--- src/rtl/shot_sequencer.sv ---
// shot_sequencer: turns one start strobe into nshot paced shot triggers for the DSP core.
// Optional per-shot completion timeout is compiled in with SHOT_SEQ_TIMEOUT_EN.
module shot_sequencer #(
    parameter int NSHOT_WIDTH    = 32,
    parameter int DELAY_WIDTH    = 24,
    parameter int TIMEOUT_CYCLES = 1048576
) (
    input  logic                   i_clk,
    input  logic                   i_aresetn,
    input  logic                   i_stb_start,
    input  logic                   i_stb_abort,
    input  logic [NSHOT_WIDTH-1:0] i_nshot,
    input  logic [DELAY_WIDTH-1:0] i_delayaftertrig,
    input  logic [DELAY_WIDTH-1:0] i_shot_gap,
    input  logic                   i_resetacc_en,
    input  logic                   i_procdone,
    output logic                   o_shot_stb,
    output logic                   o_resetacc_stb,
    output logic [NSHOT_WIDTH-1:0] o_shotcnt,
    output logic                   o_lastshotdone,
    output logic                   o_busy,
    output logic                   o_timeout
);

    typedef enum logic [2:0] {
        S_IDLE,
        S_CLRACC,
        S_DELAY,
        S_FIRE,
        S_WAITDONE,
        S_GAP
    } state_t;

    state_t                 r_state;
    logic [NSHOT_WIDTH-1:0] r_nshot;
    logic [NSHOT_WIDTH-1:0] r_shotcnt;
    logic [DELAY_WIDTH-1:0] r_gap;
    logic [DELAY_WIDTH-1:0] r_cnt;
    logic                   r_procdone_d;
    logic                   r_shot_stb;
    logic                   r_resetacc_stb;
    logic                   r_lastshotdone;
    logic                   r_busy;
    logic                   r_timeout;

    logic                   w_pd_edge;
    logic [NSHOT_WIDTH-1:0] w_shotcnt_inc;
    logic                   w_to_hit;

    assign w_pd_edge     = i_procdone & ~r_procdone_d;
    assign w_shotcnt_inc = r_shotcnt + 1'b1;

`ifdef SHOT_SEQ_TIMEOUT_EN
    localparam int TO_W = $clog2(TIMEOUT_CYCLES + 1);

    logic [TO_W-1:0] r_tocnt;

    // Counts WAITDONE cycles; clearing outside WAITDONE restarts it on every entry.
    always_ff @(posedge i_clk or negedge i_aresetn) begin
        if (!i_aresetn) begin
            r_tocnt <= '0;
        end else if (r_state != S_WAITDONE) begin
            r_tocnt <= '0;
        end else begin
            r_tocnt <= r_tocnt + 1'b1;
        end
    end

    assign w_to_hit = (r_tocnt == TO_W'(TIMEOUT_CYCLES - 1));
`else
    logic w_unused_timeout;

    assign w_unused_timeout = (TIMEOUT_CYCLES != 0);
    assign w_to_hit         = 1'b0;
`endif

    always_ff @(posedge i_clk or negedge i_aresetn) begin
        if (!i_aresetn) begin
            r_state        <= S_IDLE;
            r_nshot        <= '0;
            r_shotcnt      <= '0;
            r_gap          <= '0;
            r_cnt          <= '0;
            r_procdone_d   <= 1'b0;
            r_shot_stb     <= 1'b0;
            r_resetacc_stb <= 1'b0;
            r_lastshotdone <= 1'b0;
            r_busy         <= 1'b0;
            r_timeout      <= 1'b0;
        end else begin
            r_procdone_d   <= i_procdone;
            r_shot_stb     <= 1'b0;
            r_resetacc_stb <= 1'b0;
            // Abort outranks everything; in IDLE it only has to suppress a start.
            if (r_state != S_IDLE && i_stb_abort) begin
                r_state <= S_IDLE;
                r_busy  <= 1'b0;
            end else begin
                case (r_state)
                    S_IDLE: begin
                        if (i_stb_start && !i_stb_abort && (i_nshot != '0)) begin
                            r_nshot        <= i_nshot;
                            r_gap          <= i_shot_gap;
                            r_cnt          <= i_delayaftertrig;
                            r_shotcnt      <= '0;
                            r_lastshotdone <= 1'b0;
                            r_timeout      <= 1'b0;
                            r_busy         <= 1'b1;
                            r_resetacc_stb <= i_resetacc_en;
                            r_state        <= S_CLRACC;
                        end
                    end
                    S_CLRACC: begin
                        r_state <= S_DELAY;
                    end
                    S_DELAY, S_GAP: begin
                        if (r_cnt == '0) begin
                            r_shot_stb <= 1'b1;
                            r_state    <= S_FIRE;
                        end else begin
                            r_cnt <= r_cnt - 1'b1;
                        end
                    end
                    S_FIRE: begin
                        r_state <= S_WAITDONE;
                    end
                    S_WAITDONE: begin
                        if (w_pd_edge) begin
                            r_shotcnt <= w_shotcnt_inc;
                            if (w_shotcnt_inc == r_nshot) begin
                                r_lastshotdone <= 1'b1;
                                r_busy         <= 1'b0;
                                r_state        <= S_IDLE;
                            end else begin
                                r_cnt   <= r_gap;
                                r_state <= S_GAP;
                            end
                        end else if (w_to_hit) begin
                            r_timeout <= 1'b1;
                            r_busy    <= 1'b0;
                            r_state   <= S_IDLE;
                        end
                    end
                    default: begin
                        r_state <= S_IDLE;
                    end
                endcase
            end
        end
    end

    assign o_shot_stb     = r_shot_stb;
    assign o_resetacc_stb = r_resetacc_stb;
    assign o_shotcnt      = r_shotcnt;
    assign o_lastshotdone = r_lastshotdone;
    assign o_busy         = r_busy;
    assign o_timeout      = r_timeout;

endmodule

--- config.mk ---
export PLATFORM = sky130hd
export DESIGN_NAME = shot_sequencer
export DESIGN_NICKNAME = d
export VERILOG_FILES = /design/src/rtl/shot_sequencer.sv
export SDC_FILE = /design/constraint.sdc
export NUM_CORES = 1
export LEC_CHECK = 0
export CAP_MARGIN = 20
export CORE_ASPECT_RATIO = 1.25
export CORE_MARGIN = 1
export CORE_UTILIZATION = 55
export CTS_CLUSTER_DIAMETER = 60
export CTS_CLUSTER_SIZE = 24
export DETAILED_ROUTE_END_ITERATION = 16
export PLACE_DENSITY = 0.92
export SLEW_MARGIN = 15
export SYNTH_ARGS = -nofsm -noshare
export SYNTH_HDL_FRONTEND = slang
export SYNTH_SLANG_ARGS = --single-unit
--- constraint.sdc ---
create_clock -name i_clk -period 3.4 [get_ports i_clk]
set_input_delay 0.68 -clock i_clk [delete_from_list [all_inputs] [get_ports i_clk]]
set_output_delay 0.68 -clock i_clk [all_outputs]
set_load 0.02 [all_outputs]
==> results of run 1 <==
[logic make-up after synthesis]
group | Yosys count
simple gates | 282
compound gates | 194
flops | 120
buf+inv | 75
mux | 69
xor+xnor | 48
fa+ha+maj | 2
other cells | 1
[worst max-delay path by stage]
| stage | from | endpoint | slack [ps] |
|---|---|---|---|
| 2_1_floorplan | o_shotcnt[0] | r_state[0] | 120 |
| 3_3_place_gp | o_shotcnt[15] | r_cnt[19] | 80 |
| 3_5_place_dp | i_nshot[16] | o_shotcnt[4] | 50 |
| 4_1_cts | o_shotcnt[8] | r_cnt[18] | 100 |
| 5_1_grt | o_shotcnt[0] | r_cnt[5] | -20 |
| 6_report | o_shotcnt[0] | r_cnt[5] | 70 |
[cells in the mapped netlist, types with 10 or more instances]
master | instances | area share (%)
dfrtp_1 | 120 | 40
nand2_1 | 78 | 3.9
nor2_1 | 62 | 3.1
mux2_2 | 58 | 8.7
o21ai_0 | 52 | 3.4
clkbuf_1 | 33 | 1.6
a21oi_1 | 32 | 2.1
xnor2_1 | 29 | 3.4
nor3_1 | 23 | 1.5
inv_1 | 22 | 1.1
nand3_1 | 22 | 1.5
xor2_1 | 18 | 2.1
nor4_1 | 15 | 1.2
nand4_1 | 13 | 1.1
a31oi_1 | 12 | 0.99
o31ai_1 | 12 | 1.2
a221oi_1 | 11 | 1.3
buf_2 | 10 | 0.66
[worst max-delay path, delay by kind of cell (launching register included)]
kind / cells / cell delay (ps)
buf+inv: 1 / 180
flops: 1 / 410
fa+ha+maj: 1 / 260
compound gates: 6 / 1360
simple gates: 3 / 970
[stage by stage]
stage | setup TNS (ps) | instance area (sq um) | instances | hold WS (ps)
2_1_floorplan | 0 | 7550 | 791 | 384
3_3_place_gp | 0 | 9330 | 1108 | 486
3_5_place_dp | 0 | 9330 | 1108 | 492
4_1_cts | 0 | 9940 | 1141 | 344
5_1_grt | -34.9 | 9950 | 1141 | 382
6_report | 0 | 9950 | 1141 | 309
[sequential cells by signal, summed over array words and instances, names as in the netlist]
register	flops
r_gap	24
r_nshot	32
o_lastshotdone	1
r_state	3
o_resetacc_stb	1
o_busy	1
o_shotcnt	32
r_cnt	24
r_procdone_d	1
o_shot_stb	1
[area by class of cell]
type / count / area, sq um
clock buffer: 23 / 468
inverter: 22 / 82.6
multi-input combinational: 596 / 4210
sequential: 120 / 3000
fill: 907 / 3340
clock inverter: 9 / 123
timing repair buffer: 200 / 1850
tap: 171 / 214
[metal layers]
metal / vias to the layer above / wire length, um
met3: 82 / 2020
li1: 3266 / -
met2: 465 / 12000
met1: 3525 / 8190
met5: - / 0
met4: 0 / 942
[power by group through the flow]
stage / logic, W / registers [W] / clock network [W]
2_1_floorplan: 0.00205 / 0.00227 / 0
3_3_place_gp: 0.00267 / 0.00238 / 0
3_5_place_dp: 0.00274 / 0.00242 / 0
4_1_cts: 0.00281 / 0.00240 / 0.00184
5_1_grt: 0.00308 / 0.00247 / 0.00191
6_report: 0.00285 / 0.00242 / 0.00183
[cells in the final DEF (no fill, tap or decap), types with 4 or more instances in the layout]
cell type / instances
a222oi_1: 9
mux2_4: 6
clkdlybuf4s50_1: 120
o21bai_1: 4
o22ai_2: 9
clkinv_2: 5
or4_1: 6
nor4_1: 15
and4_1: 6
o21ai_0: 52
xor2_1: 18
buf_12: 4
nor3_1: 21
mux2_2: 58
xnor2_1: 29
a221oi_1: 11
clkbuf_16: 17
nor2_1: 61
clkbuf_1: 4
nand4_1: 13
a31oi_1: 12
or3_1: 7
a21oi_1: 31
o22ai_1: 5
nand3_1: 22
or4_4: 5
buf_4: 76
a221o_1: 4
mux2i_1: 4
nand2b_1: 6
nor2b_1: 8
o31ai_1: 12
dfrtp_1: 119
nand2_1: 78
inv_1: 22
o211ai_1: 5
a22oi_1: 5
[repair_timing]
item,in CTS,in global routing
setup endpoints to repair,3,2
setup buffers,1,0
gates cloned,0,0
pin swaps,1,1
resized for setup,0,3
==> results by group, run 1 <==
Drt
  – Final ANT Viol Nets: 0
  – Via Count: 7,338
  – Vias per cell: 6.43
  – Iteration-0 DRC count of the detailed router: 666
  – Routed wire per std cell: 20.3 um
  – DRT Pass-1 Iters: 5
  – # DRC: 0
  – Total wire length: 23.2 mm

Layout
  – Ant diodes: 0
  – P&R area growth vs syn: 31.9%
  – Fin util: 74.9%
  – Final nets: 1,045
  – Layout cell share with drive strength beyond 1: 22.2%

Clock network
  – Sink Count: 120
  – CTS tree: built
  – CTS Buf Count: 17
  – Clk_lat worst skew: 430 ps
  – H-tree depth: 4
  – Clk slew on worst S/H paths: 50 ps
  – Root buf cell: clkbuf_16
  – Worst-case clock buffer depth: 2
  – Post-CTS Hold Buffers: 0

Job
  – Max cap viols: 0

Logic synthesis
  – Synth Area in Simple Gates: 20.3%
  – Synth warn: 0
  – EDFF count, synth: 0
  – Unique cell type count in the Yosys netlist: 83
  – Register area share after synthesis: 39.8%
  – Synthesized area per cell: 9.54 sq um
  – Synth Flop Type: dfrtp_1
  – Largest family of logic cells by synthesized area: simple AND/OR/NAND/NOR gates
  – Post-Syn Nets: 879
  – Cell Area, Synth: 7550 sq um
  – Yosys reg bits: 120
  – Post-synthesis mux area share: 10.7%
  – Post-synthesis cell count: 791
  – Complex-gate fraction of the synthesized area: 18.6%
  – Asr flop ratio synth: 100%
  – Synth Area in Adders: 0.332%
  – Post-Synth XOR/XNOR Area: 5.67%

Critical path
  – FF-to-FF path depth: 11
  – End of the worst register-to-register path: r_cnt[5]
  – Critical Path RT: 3690 ps
  – Worst path max stage delay: 570 ps
  – FF-to-FF Start: o_shotcnt[0]
  – Flop2flop setup slack: 70 ps
  – Crit path arrival time: 3620 ps
  – Worst path slowest cell: or4_4
  – CP cell instances: ha_1 > nand4_1 > or4_4 > a2111oi_2 > a2111oi_2 > o21ai_1 > nor4b_4 > a21o_4 > buf_4 > a221oi_1 > o22ai_2
  – Critical Path End Type: register
  – CP max FO: 10
  – Startpoint Class: register
  – Kind of critical path: register to register
  – Most used cell, CP: a2111oi_2

Power
  – Net Sw Power: 0.00255 W
  – Power per Cell Area: 714 nW/um^2
  – Peak supply drop: 0.000468 V
  – P_leak: 4.05 nW
  – Clock power frac: 25.8%
  – Internal power: 0.00455 W
  – Sequential power share: 34.1%
  – Total power: 0.00710 W
  – Comb power frac: 40.1%
  – Switching Fraction: 35.9%

Place
  – DP Worst Slack: 49.1 ps
  – PortBufs: 121
  – GP Congestion: 0.949
  – Dpl hpwl: 16.5 mm

Global route
  – Vias in the first global route: 7,153
  – Largest net degree at the start of global routing: 66
  – First-pass GRT wire length: 36.7 mm
  – Total GRT Usage: 33.7%
  – Initial antenna violation count: 0
  – Grt total ovfl: 0
  – Met2 Use GR: 57.9%
  – Global routing's busiest layer: met2
  – GR Layer Usage met3: 7.00%
  – Met1 global-route usage: 39.6%

STA
  – Worst slew pin tran: 923 ps
  – Final hold vios: 0
  – Pins Over Slew Limit: 0
  – Final setup fails: 0
  – Worst rel slew slack: 38.4%
  – Final period utilization: 98.0%
  – Unrepaired setup endpoints after global routing: true
  – Crit path time final: 3330 ps
  – Achievable frequency: 300 MHz
  – Worst Slack Setup Final: 67.0 ps
  – Worst Skew: 7.74 ps

Min path
  – Hold WC Path Type: input pin to async pin

Floorplan
  – Num ports: 123
  – Starting density of the core: 56.8%
  – Rows: 47
  – Die height: 133 um
  – Die width: 107 um
  – Total die area: 14,200 sq um
  – Core area: 13,300 sq um

Status
  – Status: completed
Power figures use the tool's default switching activity.
==> run 2: changes to the inputs <==
--- a/config.mk
+++ b/config.mk
@@ -13,7 +13,7 @@
 export CTS_CLUSTER_SIZE = 24
 export DETAILED_ROUTE_END_ITERATION = 16
 export PLACE_DENSITY = 0.92
-export SLEW_MARGIN = 15
+export SLEW_MARGIN = 20
 export SYNTH_ARGS = -nofsm -noshare
 export SYNTH_HDL_FRONTEND = slang
 export SYNTH_SLANG_ARGS = --single-unit
==> results of run 2 <==
Same layout as run 1: the final DEF is identical, and so are final timing and power.
